$ cat src/rtl/serial_adder.sv
// Bit-serial adder: LSB-first ripple over WIDTH clock cycles with an IDLE/RUN/DONE FSM.
// Optional subtract mode is enabled by defining SERIAL_ADDER_SUB_EN (adds input port sub).
module serial_adder #(
    parameter int unsigned WIDTH = 8
) (
    input  logic             clk,
    input  logic             rst,
    input  logic             start,
    input  logic [WIDTH-1:0] a,
    input  logic [WIDTH-1:0] b,
    input  logic             cin,
`ifdef SERIAL_ADDER_SUB_EN
    input  logic             sub,
`endif
    output logic             busy,
    output logic             done,
    output logic [WIDTH-1:0] sum,
    output logic             cout
);

    localparam int unsigned CNT_W = (WIDTH > 1) ? $clog2(WIDTH) : 1;

    typedef enum logic [1:0] {
        IDLE = 2'd0,
        RUN  = 2'd1,
        DONE = 2'd2
    } state_t;

    state_t state;
    state_t state_next;

    logic [WIDTH-1:0] a_sh;
    logic [WIDTH-1:0] b_sh;
    logic [WIDTH-1:0] res_sh;
    logic [WIDTH-1:0] res_next;
    logic [WIDTH-1:0] b_load;
    logic [CNT_W-1:0] cnt;
    logic             carry;
    logic             carry_next;
    logic             c_load;
    logic             bit_s;
    logic             accept;
    logic             step;
    logic             last;

    // Operand B and carry seed as loaded on accept; subtraction is a + ~b + 1.
`ifdef SERIAL_ADDER_SUB_EN
    assign b_load = sub ? ~b : b;
    assign c_load = sub ? 1'b1 : cin;
`else
    assign b_load = b;
    assign c_load = cin;
`endif

    // One full-adder slice per cycle; new bit enters the result MSB.
    assign bit_s      = a_sh[0] ^ b_sh[0] ^ carry;
    assign carry_next = (a_sh[0] & b_sh[0]) | (a_sh[0] & carry) | (b_sh[0] & carry);
    assign res_next   = (res_sh >> 1) | {bit_s, {(WIDTH-1){1'b0}}};

    // State register
    always_ff @(posedge clk or posedge rst) begin
        if (rst) begin
            state <= IDLE;
        end else begin
            state <= state_next;
        end
    end

    // Next-state and datapath control decode
    always_comb begin
        state_next = state;
        accept     = 1'b0;
        step       = 1'b0;
        last       = 1'b0;
        case (state)
            IDLE: begin
                if (start) begin
                    accept     = 1'b1;
                    state_next = RUN;
                end
            end
            RUN: begin
                step = 1'b1;
                if (cnt == CNT_W'(WIDTH - 1)) begin
                    last       = 1'b1;
                    state_next = DONE;
                end
            end
            DONE: begin
                if (start) begin
                    accept     = 1'b1;
                    state_next = RUN;
                end else begin
                    state_next = IDLE;
                end
            end
            default: state_next = IDLE;
        endcase
    end

    // Shift registers, carry, bit counter and held result
    always_ff @(posedge clk or posedge rst) begin
        if (rst) begin
            a_sh   <= '0;
            b_sh   <= '0;
            res_sh <= '0;
            carry  <= 1'b0;
            cnt    <= '0;
            sum    <= '0;
            cout   <= 1'b0;
        end else if (accept) begin
            a_sh   <= a;
            b_sh   <= b_load;
            res_sh <= '0;
            carry  <= c_load;
            cnt    <= '0;
        end else if (step) begin
            a_sh   <= a_sh >> 1;
            b_sh   <= b_sh >> 1;
            res_sh <= res_next;
            carry  <= carry_next;
            cnt    <= cnt + CNT_W'(1);
            if (last) begin
                sum  <= res_next;
                cout <= carry_next;
            end
        end
    end

    assign busy = (state == RUN);
    assign done = (state == DONE);

endmodule

$ cat config.mk
export PLATFORM = sky130hd
export DESIGN_NAME = serial_adder
export DESIGN_NICKNAME = d
export VERILOG_FILES = /design/src/rtl/serial_adder.sv
export SDC_FILE = /design/constraint.sdc
export NUM_CORES = 1
export LEC_CHECK = 0
export ABC_CLOCK_PERIOD_IN_PS = 4100
export CAP_MARGIN = 20
export CORE_AREA = 2 2 88 90
export DETAILED_ROUTE_END_ITERATION = 10
export DIE_AREA = 0 0 90 92
export HOLD_SLACK_MARGIN = 0.05
export PLACE_DENSITY = 0.47
export SETUP_SLACK_MARGIN = 0.05
export SLEW_MARGIN = 5
export SYNTH_ARGS = -nofsm -noshare
export SYNTH_HDL_FRONTEND = slang
export SYNTH_SLANG_ARGS = --single-unit
$ cat constraint.sdc
create_clock -name clk -period 4.1 [get_ports clk]
set_input_delay 1.025 -clock clk [delete_from_list [all_inputs] [get_ports clk]]
set_output_delay 1.025 -clock clk [all_outputs]
set_load 0.02 [all_outputs]
### Word level (Yosys, flattened, before mapping)

Cells that the tools add are included.
Widths: inputs -> output; s select.

* add/subtract/negate cells: 1
* $mul: 0
* div/mod/pow operators: 0
* magnitude comparators: 0
* eq/ne operators: 5
* shift operators: 0
* mux-type cells: 19
* bitwise gates (word level): 9
* reduce and logical (&&, ||, !) cells: 5

Operator list (number)
* $mux 8: 6
* $mux 1: 8
* $or 7x8->8: 1
* $mux 3: 2
* $pmux 2 s3: 1
* $mux 2: 2
* $add 3x1->3 const B: 1
* $and 1x1->1: 3
* $eq 3x3->1 const B: 1
* $reduce_and 3->1: 1
* $eq 2x1->1 const B: 1
* $eq 2x2->1 const B: 1
* $logic_not 2->1: 1
* $ne 2x1->1 const B: 1
* $ne 2x2->1 const B: 1
* $or 1x1->1: 2
* $reduce_and 2->1: 1
* $reduce_bool 2->1: 1
* $reduce_or 2->1: 1
* $xor 1x1->1: 2
* $not 1->1: 1

* register bits: 39
* latch bits: 0
* bits in writable memories: 0
* bits in read-only memories: 0
* output and inout port bits: 11
* memories kept: 0

### Logic depth before layout (Yosys ltp)

* depth after elaboration: 5
* depth in mapped cells: 5
* gate-level depth less buffers: 5

### Worst setup path before layout

OpenSTA, ideal clock, no wires.

* kind: reg-to-output
* from: register state[1]
* to: output port done
* arrival time: 1.075 ns
* data required time: 3.075 ns
* path slack: 2.000 ns
* cell stages (with the launch flop): 4
* path buffers: 2
* path through: dfrtp_1 buf_4 buf_4 nor2b_1

* longest elaborated chain between the ends: 1

RTL lines
* start: declaration: RTL line 29 `state_t state;`
* start signal: assignment: RTL line 65 `state <= state_next;`
* $eq 2x2->1: RTL line 131 `assign done = (state == DONE);`
* end: declaration: RTL line 16 `output logic done,`

No other way between the ends.

### Final worst setup path

* from: register state[0]
* to: output port busy

* longest elaborated chain between the ends: 1

RTL lines
* $eq 2x1->1: RTL line 130 `assign busy = (state == RUN);`
* end: declaration: RTL line 15 `output logic busy,`

No other way between the ends.

==> impl_metrics.toml <==
[setup_path]
cp_data_required_time_ns = 3.07
r2r_setup_slack_ns = 2.35
crit_start = "state[0]"
r2r_start = "state[0]"
cp_max_fo = 41
r2r-end = "b_sh[6]"
arrival_ns = 2.09
endpoint = "busy"
cp-start-kind = "flop"
crit_type = "flop to primary output"
cp-end-kind = "primary output"
r2r_cells = 4

[pwr]
power.switching_mw = 0.590
pwr-share-comb_pct = 42.4
ir_worst_vdd_mv = 0.215
p_per_area_nw_per_um2 = 715
clockPowerShare_pct = 18.5
p_leak_nw = 1.03
seqPwrFrac_pct = 39.1
switching_share_pct = 34.7
p_int_mw = 1.11

[clocking]
cts.repair.resized = 0
cts.sink_count = 38
clk_pin_slew_ns = 0.08
ctsLongestPathBuffers = 2
clk_latency_ns = 0.29
cts_setup_buffers = 0
htree_levels = 2
hold_buffers = 0
root_buffer = "clkbuf_8"
cts_tree = "yes"
cts_buffers = 5

[final_layout]
final_common_cell = "dfrtp_1"
syn2layout_area_growth_pct = 27.0
drive_above_1_share_pct = 16.2
fillers = 772
final_cell_mix = "dfrtp_1 (38), clkdlybuf4s50_1 (30), a21oi_1 (13)"
antennaDiodeCount = 0
post-route-util_pct = 31.9
final_nets = 219

[yosys]
syn_avg_cell_area_um2 = 11.3
yosys_warnings = 0
synth_fp_nets = 189
syn_area_um2 = 1870
yosysUniqueCellTypes = 29
synthCells = 166
yosysSeqAreaShare_pct = 50.8
synth-seq-cells = 38

[die]
die_h_um = 92
rows = 32
die-area_um2 = 8280
start_util_pct = 25.2
pin_count = 31
placeableCoreArea_um2 = 7450
die_x_um = 90

[run_status]
status = "finished, final reports clean"

[global_routing]
antenna_found_initial = 0
grt-ovfl-total = 0
grt_max_degree = 42
grt_usage_pct = 10.0
grt_pass1_wl_um = 6420
first_global_vias = 1295

[timing]
fin_crit_ns = 3.11
hold_viol = 0
timing.fmax_ghz = 0.322
post-route-period-util_pct = 75.9
setup_tns_ns = 0
skew_ns = 0.00485
tightest_slew_ns = 0.500
setup_violations = 0
finalMaxSlewViolations = 0
slew_headroom_pct = 66.6
grt_setup_unrepaired = "no"

[hold_path]
min_path_type = "flop to flop"

[routing]
drt_iter0_drc = 20
wirelength_um = 3690
viasPerCell = 4.09
wire_per_inst_um = 12.4
vias = 1224
ant_nets = 0
first_pass_iters = 4
drc = 0

[placement]
place_hpwl_um = 2390
port_buffers = 30
gp_congestion = 0.690

[run]
drv_cap = 0
-- worst min path at each step --
stage / from / to / slack [ns] / depth (start not counted)
after floorplan: b_sh[6] / b_sh[6] / 0.45 / 1
after global placement: b_sh[6] / b_sh[6] / 0.47 / 1
after detailed placement: b_sh[6] / b_sh[6] / 0.47 / 1
after CTS: b_sh[6] / b_sh[6] / 0.49 / 1
after global routing: b_sh[6] / b_sh[6] / 0.52 / 1
final: b_sh[6] / b_sh[6] / 0.49 / 1
-- layout make-up --
| type | instances | area (µm²) | share of cell area [%] |
|---|---|---|---|
| multi-input cells | 106 | 815 | 34.2 |
| clock buffers | 5 | 68.8 | 2.89 |
| well taps | 102 | 128 | 5.37 |
| flip-flops and latches | 38 | 951 | 40.0 |
| clock inverters | 3 | 40.0 | 1.68 |
| inverters | 11 | 46.3 | 1.95 |
| repair buffers | 34 | 330 | 13.9 |
-- registers in the layout (all words and copies together), names as in the netlist --
| signal | flops |
|---|---|
| a_sh | 8 |
| b_sh | 8 |
| carry | 1 |
| cnt | 3 |
| cout | 1 |
| res_sh | 7 |
| state | 2 |
| sum | 8 |
-- routing by layer --
layer	share of wire, %	global-route usage (%)	up-vias
li1	-	-	631
met1	51	13.8	565
met2	43	14.3	23
met3	4.3	3.29	5
met4	2.0	4.23	0
met5	0	0	-
-- critical path, cell delays in order (launching register included) --
cell,delay [ns]
dfrtp_1,0.33
buf_4,0.32
nand2b_1,0.35
inv_6,0.17
clkdlybuf4s50_1,0.62
-- power by group through the flow --
stage | clock network, mW | logic (mW) | registers [mW]
floorplan | 0 | 0.506 | 0.698
global placement | 0 | 0.725 | 0.673
detailed placement | 0 | 0.731 | 0.676
CTS | 0.330 | 0.736 | 0.669
global route | 0.348 | 0.804 | 0.696
finish | 0.315 | 0.722 | 0.665
-- cells by family (layout without fill, tap and decap cells) --
family,Yosys count,after routing,synth area share [%]
xor+xnor,1,1,0.468
compound gates,42,42,13.2
buf+inv,22,53,5.74
mux,26,26,16.9
fa+ha+maj,3,3,2.40
simple gates,34,34,10.5
flops,38,38,50.8
-- Yosys cell counts --
cell type,n,area (µm²)
a211oi_1,6,45.0
a21o_1,1,7.51
a21oi_1,13,65.1
a22o_1,2,17.5
and2_0,1,6.26
buf_1,1,3.75
buf_2,4,20.0
buf_4,2,15.0
buf_6,1,11.3
clkbuf_1,3,11.3
dfrtp_1,38,951
fa_1,1,20.0
ha_1,2,25.0
inv_1,10,37.5
inv_6,1,8.76
mux2_2,9,101
mux2_4,9,135
mux2i_1,8,80.1
nand2_1,10,37.5
nand2_8,1,20.0
nand2b_1,10,62.6
nand3_1,3,15.0
nand3b_1,1,7.51
nor2_1,1,3.75
nor2b_1,7,43.8
o21ai_0,12,60.1
o221ai_1,1,8.76
o22ai_1,7,43.8
xnor2_1,1,8.76
-- metrics by stage --
step | hold slack (ns) | setup WS [ns] | area (µm²) | std cells | total power [mW]
final | 0.489 | 0.990 | 2380 | 299 | 1.70
after global routing | 0.524 | 0.775 | 2380 | 299 | 1.85
after CTS | 0.491 | 0.945 | 2380 | 299 | 1.74
after detailed placement | 0.471 | 1.28 | 2270 | 291 | 1.41
after global placement | 0.467 | 1.29 | 2270 | 291 | 1.40
after floorplan | 0.450 | 2.00 | 1870 | 166 | 1.20
Power figures use the tool's default switching activity.
